**config.mk**
```make
export PLATFORM = sky130hd
export DESIGN_NAME = multicycle_ctrl
export DESIGN_NICKNAME = d
export VERILOG_FILES = /design/src/rtl/multicycle_ctrl.sv
export SDC_FILE = /design/constraint.sdc
export NUM_CORES = 1
export LEC_CHECK = 0
export BUFFER_PORTS_ARGS = -buffer_cell sky130_fd_sc_hd__buf_4
export CORE_UTILIZATION = 46
export DETAILED_ROUTE_END_ITERATION = 7
export GPL_ROUTABILITY_DRIVEN = 0
export PLACE_DENSITY = 0.76
export SLEW_MARGIN = 10
export SYNTH_ARGS = -nofsm -noshare
export SYNTH_HDL_FRONTEND = slang
export SYNTH_SLANG_ARGS = --single-unit
```
**constraint.sdc**
```tcl
create_clock -name clk -period 2.9 [get_ports clk]
set_clock_uncertainty 0.2 [all_clocks]
set_input_delay 0 -clock clk [delete_from_list [all_inputs] [get_ports clk]]
set_output_delay 0 -clock clk [all_outputs]
set_load 0.03 [all_outputs]
```
**src/rtl/multicycle_ctrl.sv**
```systemverilog
// Multicycle RISC-V style control FSM: sequences FETCH/DECODE/EXEC/MEM/WB per
// instruction class and drives datapath enables plus ALU operation select.
module multicycle_ctrl (
  input  logic        clk,
  input  logic        rst,
  input  logic        run,
  input  logic [6:0]  opcode,
  input  logic [2:0]  funct3,
  input  logic [6:0]  funct7,
  input  logic        zero,
  output logic        pc_write,
  output logic        ir_write,
  output logic        reg_write,
  output logic        mem_write,
  output logic        alu_src_a,
  output logic        alu_src_b,
  output logic        mem_to_reg,
  output logic        pc_src,
  output logic [3:0]  alu_op,
  output logic        illegal,
  output logic [2:0]  watch_state,
  output logic [31:0] inst_count
);

  typedef enum logic [2:0] {
    S_IDLE   = 3'd0,
    S_FETCH  = 3'd1,
    S_DECODE = 3'd2,
    S_EXEC   = 3'd3,
    S_MEM    = 3'd4,
    S_WB     = 3'd5,
    S_HALT   = 3'd6
  } state_t;

  typedef enum logic [2:0] {
    C_R   = 3'd0,
    C_I   = 3'd1,
    C_LW  = 3'd2,
    C_SW  = 3'd3,
    C_BEQ = 3'd4,
    C_JAL = 3'd5,
    C_LUI = 3'd6,
    C_BAD = 3'd7
  } cls_t;

  state_t      state_q, state_d;
  cls_t        cls_q, cls_d, dec_cls;
  logic        illegal_q, illegal_d;
  logic [31:0] inst_count_q, inst_count_d;
  logic        done;

  // Only funct7[5] matters for the supported ALU operations.
  logic unused_funct7;
  assign unused_funct7 = &{1'b0, funct7[6], funct7[4:0]};

  // alt selects SUB/SRA; SUB is only reachable when allow_sub is set (R-type).
  function automatic logic [3:0] alu_sel(input logic [2:0] f3, input logic alt,
                                         input logic allow_sub);
    logic [3:0] op;
    case (f3)
      3'b000:  op = (alt && allow_sub) ? 4'd1 : 4'd0;
      3'b001:  op = 4'd2;
      3'b010:  op = 4'd3;
      3'b011:  op = 4'd4;
      3'b100:  op = 4'd5;
      3'b101:  op = alt ? 4'd7 : 4'd6;
      3'b110:  op = 4'd8;
      default: op = 4'd9;
    endcase
    return op;
  endfunction

  always_comb begin
    case (opcode)
      7'b0110011: dec_cls = C_R;
      7'b0010011: dec_cls = C_I;
      7'b0000011: dec_cls = C_LW;
      7'b0100011: dec_cls = C_SW;
      7'b1100011: dec_cls = C_BEQ;
      7'b1101111: dec_cls = C_JAL;
      7'b0110111: dec_cls = C_LUI;
      default:    dec_cls = C_BAD;
    endcase
  end

  always_comb begin
    state_d    = state_q;
    cls_d      = cls_q;
    illegal_d  = illegal_q;
    done       = 1'b0;
    pc_write   = 1'b0;
    ir_write   = 1'b0;
    reg_write  = 1'b0;
    mem_write  = 1'b0;
    alu_src_a  = 1'b0;
    alu_src_b  = 1'b0;
    mem_to_reg = 1'b0;
    pc_src     = 1'b0;
    alu_op     = 4'd0;

    case (state_q)
      S_IDLE: begin
        if (run) state_d = S_FETCH;
      end
      S_FETCH: begin
        ir_write = 1'b1;
        pc_write = 1'b1;
        state_d  = S_DECODE;
      end
      S_DECODE: begin
        cls_d = dec_cls;
        case (dec_cls)
          C_BAD: begin
            state_d   = S_HALT;
            illegal_d = 1'b1;
          end
          C_JAL, C_LUI: state_d = S_WB;
          default:      state_d = S_EXEC;
        endcase
      end
      S_EXEC: begin
        case (cls_q)
          C_R: begin
            alu_op  = alu_sel(funct3, funct7[5], 1'b1);
            state_d = S_WB;
          end
          C_I: begin
            alu_src_b = 1'b1;
            alu_op    = alu_sel(funct3, funct7[5], 1'b0);
            state_d   = S_WB;
          end
          C_LW, C_SW: begin
            alu_src_b = 1'b1;
            state_d   = S_MEM;
          end
          C_BEQ: begin
            alu_op   = 4'd1;
            pc_write = zero;
            pc_src   = zero;
            done     = 1'b1;
          end
          default: state_d = S_IDLE;
        endcase
      end
      S_MEM: begin
        if (cls_q == C_SW) begin
          mem_write = 1'b1;
          done      = 1'b1;
        end else begin
          state_d = S_WB;
        end
      end
      S_WB: begin
        reg_write  = 1'b1;
        mem_to_reg = (cls_q == C_LW);
        if (cls_q == C_JAL) begin
          pc_write = 1'b1;
          pc_src   = 1'b1;
        end
        done = 1'b1;
      end
      S_HALT:  state_d = S_HALT;
      default: state_d = S_IDLE;
    endcase

    if (done) state_d = run ? S_FETCH : S_IDLE;
    inst_count_d = inst_count_q + {31'd0, done};
  end

  always_ff @(posedge clk or negedge rst) begin
    if (!rst) begin
      state_q      <= S_IDLE;
      cls_q        <= C_R;
      illegal_q    <= 1'b0;
      inst_count_q <= 32'd0;
    end else begin
      state_q      <= state_d;
      cls_q        <= cls_d;
      illegal_q    <= illegal_d;
      inst_count_q <= inst_count_d;
    end
  end

  assign illegal     = illegal_q;
  assign watch_state = state_q;
  assign inst_count  = inst_count_q;

endmodule

```
==> results.txt <==
----------------------------------------------------
[Power and ir drop]
  Combinational Power Share ... 36.2%
  Power density of the placed cells ... 569 nW/um^2
  Total leakage power ... 1.40 nW
  Proportion of total power due to net switching ... 35.0%
  Share of power burned in registers ... 39.0%
  Share of total power in the clock network ... 24.8%
  Max VDD drop ... 0.252 mV
  Sw Pwr ... 0.000600 W
  Cell internal pwr ... 0.00111 W

[CTS]
  Post-CTS sizing ... 0
  Clock transition at the register clock pins on the worst setup and hold paths after CTS ... 0.07 ns
  TritonCTS clock tree ... built
  Number of clock buffers inserted by TritonCTS ... 5
  Sinks on Clock Net ... 39
  Hold-fix buffers at CTS ... 13
  Root Driver ... sky130_fd_sc_hd__clkbuf_8
  Setup Buffers After CTS ... 0
  Clock latency on the worst-skew pair ... 0.28 ns
  H-Tree Level Count ... 2
  Longest Clk Path Bufs ... 2

[GRT]
  Largest net degree at the start of global routing ... 40
  Global-route wire length before repair ... 7950 microns
  GRT Util Overall ... 19.9%
  Antenna violations before repair ... 0
  Overall overflow remaining after global route ... 0
  Via count of the first global-routing pass ... 1751

[Finish]
  Net total in the final layout ... 335
  Layout Cell Area excl Fill ... 3010 sq um
  Growth of design area from synthesis to finish ... 38.7%
  Filler cell count in the final layout ... 361
  Fraction of layout instances using a drive strength above 1 ... 31.4%
  Antenna Cells ... 0

[Drt]
  Final antenna-violating net count ... 0
  Number of detailed-routing iterations run before antenna repair ... 6
  Detailed-route via count ... 1905
  Starting DRC count in detailed routing ... 109
  Vias per cell ... 5.23
  Total DRC errors in the routed layout ... 8
  Post-Route WL ... 4830 microns
  Final routed wire length divided by cell count ... 13.3 microns

[Yosys]
  Cell Area, Synth ... 2170 sq um
  Most common flop cell mapped by yosys ... sky130_fd_sc_hd__dfrtp_1
  Asr flop ratio synth ... 100%
  Number of enable flip-flop cells after synthesis ... 0
  Register bit total from synthesis ... 39
  Synthesized instance count ... 228
  Mean instance size in the synthesized netlist ... 9.53 sq um
  Number of distinct library cells after synthesis ... 45
  Sequential element share of the synthesized area ... 44.9%
  Count of synthesis-stage warnings from yosys ... 0
  Syn Nets ... 251

[Timing]
  Post-route fraction of the period consumed by the critical path ... 95.2%
  Final Max Tran Viols ... 0
  Setup Viol. Count Final ... 0
  Min Clock Period, post-route ... 2.76 ns
  Worst-margin pin slew ... 0.728 ns
  Final number of hold-violating endpoints ... 0
  Peak Freq ... 362 MHz
  Worst relative slew slack ... 51.1%
  Aggregate negative setup slack ... 0 ns
  Setup repair after global routing missed its margin ... false

[Worst setup path]
  CP Capture Type ... register
  Startpoint Class ... register
  FF-to-FF setup slack ... 0.14 ns
  Worst R2R Path Depth ... 9
  Required time at the endpoint of the critical path ... 2.91 ns
  Source of the worst register-to-register timing path ... watch_state[2]$_DFFE_PN0P_
  Critical path type ... reg -> reg
  Critical path peak fanout ... 6
  Capturing point of the worst reg2reg path ... inst_count[26]$_DFF_PN0_
  CP Data Arrival Time ... 2.77 ns

[Worst hold path]
  Hold WC Path Type ... in -> reg
  Min-delay src ... opcode[4]
  Worst hold path depth ... 5
  WHS Endpoint ... watch_state[1]$_DFFE_PN0P_

[Place]
  Detailed-placement wirelength estimate ... 3470 microns
  Placement Cell Area ... 2780 sq um
  Port bufs ... 61

[Die]
  Vertical die dimension ... 70.7 microns
  Row cnt ... 24
  Chip width ... 70.7 microns
  Core area ... 4440 sq um
  Die Footprint ... 5000 sq um
  Top-level I/O count ... 69
  Starting density of the core ... 48.9%

[Flow run]
  Max Cap Viol ... 0

[Run status]
  Violated checks ... design-rule violations
  Outcome ... complete, but fails checks

----------------------------------------------------
sequential cells by signal, summed over array words and instances, names as in the netlist:
signal	cells
cls_q	3
illegal	1
inst_count	32
watch_state	3
how the worst max path moves through the flow:
stage,startpoint,to,slack [ns],depth (start not counted)
after floorplan,watch_state[1]$_DFFE_PN0P_,inst_count[26]$_DFF_PN0_,0.05,10
after global placement,watch_state[2]$_DFFE_PN0P_,inst_count[26]$_DFF_PN0_,0.19,9
after detailed placement,watch_state[2]$_DFFE_PN0P_,inst_count[26]$_DFF_PN0_,0.13,9
after CTS,watch_state[2]$_DFFE_PN0P_,inst_count[26]$_DFF_PN0_,0.11,9
after global routing,watch_state[2]$_DFFE_PN0P_,inst_count[26]$_DFF_PN0_,0.008,9
final,watch_state[2]$_DFFE_PN0P_,inst_count[26]$_DFF_PN0_,0.14,9
critical path, cell delays in order (launching register included):
cell and delay [ns]:
sky130_fd_sc_hd__dfrtp_2 0.40, sky130_fd_sc_hd__nand2b_4 0.17, sky130_fd_sc_hd__or4_4 0.45, sky130_fd_sc_hd__nand2_4 0.09, sky130_fd_sc_hd__ha_4 0.16, sky130_fd_sc_hd__ha_4 0.14
sky130_fd_sc_hd__nand4_1 0.14, sky130_fd_sc_hd__or4_4 0.56, sky130_fd_sc_hd__nor3_2 0.21, sky130_fd_sc_hd__xor2_1 0.17
logic make-up (layout without fill, tap and decap cells):
group,after synthesis,count (layout),share of synthesized area [%]
adder cells (fa/ha/maj),2,2,1.15
XOR/XNOR,31,31,12.5
AND/OR/NAND/NOR,115,115,30.7
flip-flops,39,39,44.9
multiplexers,1,1,0.461
buffers and inverters,13,97,2.77
AO/OA/AOI/OAI,26,26,7.32
other,1,1,0.173
layout make-up:
cell class | count | area [sq um] | share of cell area (%)
clock inverter | 1 | 30.0 | 0.997
multi-input combinational | 176 | 1180 | 39.2
tap | 52 | 65.1 | 2.16
timing repair buffer | 84 | 663 | 22.0
clock buffer | 6 | 72.6 | 2.41
sequential | 39 | 978 | 32.5
inverter | 6 | 22.5 | 0.748
cell usage after synthesis (2+ instances only):
cell / instances / area [sq um]
sky130_fd_sc_hd__nand3_1: 13 / 65.1
sky130_fd_sc_hd__xor2_1: 11 / 96.3
sky130_fd_sc_hd__xnor2_1: 20 / 175
sky130_fd_sc_hd__clkbuf_1: 5 / 18.8
sky130_fd_sc_hd__nor3_1: 5 / 25.0
sky130_fd_sc_hd__and2_1: 2 / 12.5
sky130_fd_sc_hd__nand2b_1: 5 / 31.3
sky130_fd_sc_hd__o22ai_1: 3 / 18.8
sky130_fd_sc_hd__nor4b_1: 2 / 17.5
sky130_fd_sc_hd__dfrtp_1: 39 / 976
sky130_fd_sc_hd__nand2_1: 22 / 82.6
sky130_fd_sc_hd__a31oi_1: 2 / 12.5
sky130_fd_sc_hd__or2_2: 2 / 12.5
sky130_fd_sc_hd__and3_1: 2 / 12.5
sky130_fd_sc_hd__o21ai_0: 2 / 10.0
sky130_fd_sc_hd__inv_1: 6 / 22.5
sky130_fd_sc_hd__nand3b_1: 2 / 15.0
sky130_fd_sc_hd__nor3b_1: 3 / 22.5
sky130_fd_sc_hd__and3b_1: 2 / 17.5
sky130_fd_sc_hd__nor3_2: 5 / 50.1
sky130_fd_sc_hd__ha_1: 2 / 25.0
sky130_fd_sc_hd__nand4_1: 8 / 50.1
sky130_fd_sc_hd__a21oi_1: 12 / 60.1
sky130_fd_sc_hd__or4_1: 2 / 15.0
sky130_fd_sc_hd__nor2_1: 23 / 86.3
sky130_fd_sc_hd__o31ai_1: 3 / 22.5
sky130_fd_sc_hd__nor2b_1: 5 / 31.3
sky130_fd_sc_hd__and3_2: 3 / 22.5
placed cells by master (no fill, tap or decap), types with 2 or more instances in the layout:
| cell | count |
|---|---|
| sky130_fd_sc_hd__o22ai_1 | 3 |
| sky130_fd_sc_hd__nand3b_1 | 2 |
| sky130_fd_sc_hd__dlygate4sd3_1 | 13 |
| sky130_fd_sc_hd__xnor2_1 | 20 |
| sky130_fd_sc_hd__o21ai_0 | 2 |
| sky130_fd_sc_hd__nand3_1 | 13 |
| sky130_fd_sc_hd__dfrtp_1 | 37 |
| sky130_fd_sc_hd__ha_4 | 2 |
| sky130_fd_sc_hd__nor4b_1 | 2 |
| sky130_fd_sc_hd__nor2b_1 | 5 |
| sky130_fd_sc_hd__nor2_1 | 23 |
| sky130_fd_sc_hd__a21oi_1 | 12 |
| sky130_fd_sc_hd__nor3_2 | 5 |
| sky130_fd_sc_hd__buf_4 | 71 |
| sky130_fd_sc_hd__nor3_1 | 5 |
| sky130_fd_sc_hd__nor3b_1 | 3 |
| sky130_fd_sc_hd__a31oi_1 | 2 |
| sky130_fd_sc_hd__nand2b_1 | 4 |
| sky130_fd_sc_hd__or2_2 | 2 |
| sky130_fd_sc_hd__inv_1 | 6 |
| sky130_fd_sc_hd__o31ai_1 | 3 |
| sky130_fd_sc_hd__clkbuf_8 | 5 |
| sky130_fd_sc_hd__and3_1 | 2 |
| sky130_fd_sc_hd__and2_1 | 2 |
| sky130_fd_sc_hd__dfrtp_2 | 2 |
| sky130_fd_sc_hd__and3b_1 | 2 |
| sky130_fd_sc_hd__nand2_1 | 21 |
| sky130_fd_sc_hd__or4_4 | 2 |
| sky130_fd_sc_hd__nand4_1 | 8 |
| sky130_fd_sc_hd__and3_2 | 3 |
| sky130_fd_sc_hd__xor2_1 | 11 |
power by group through the flow:
stage | combinational, W | clock (W) | sequential (W)
floorplan | 0.000285 | 0 | 0.000774
global placement | 0.000598 | 0 | 0.000675
detailed placement | 0.000610 | 0 | 0.000679
CTS | 0.000624 | 0.000436 | 0.000669
global route | 0.000670 | 0.000461 | 0.000677
finish | 0.000621 | 0.000425 | 0.000667
through the flow:
| step | cells | total power (W) | hold WS, ns | utilization (%) | setup WS, ns |
|---|---|---|---|---|---|
| 6_report | 364 | 0.00171 | 0.0115 | 67.8 | 0.138 |
| 4_1_cts | 364 | 0.00173 | 0.00944 | 67.8 | 0.111 |
| 2_1_floorplan | 228 | 0.00106 | -0.496 | - | 0.0532 |
| 5_1_grt | 364 | 0.00181 | 0.0340 | 67.8 | 0.00774 |
| 3_3_place_gp | 344 | 0.00127 | -0.201 | 62.5 | 0.186 |
| 3_5_place_dp | 344 | 0.00129 | -0.200 | 62.5 | 0.128 |
metal layers:
metal	vias to the layer above	track usage (%)	share of wire (%)	wire (microns)
met2	45	33.7	50	2390
met1	891	26.6	46	2210
met5	-	0	0	0
li1	964	-	-	-
met4	0	6.00	1.1	51
met3	5	2.99	3.6	174
No activity file was read; power rests on OpenSTA's default activity.
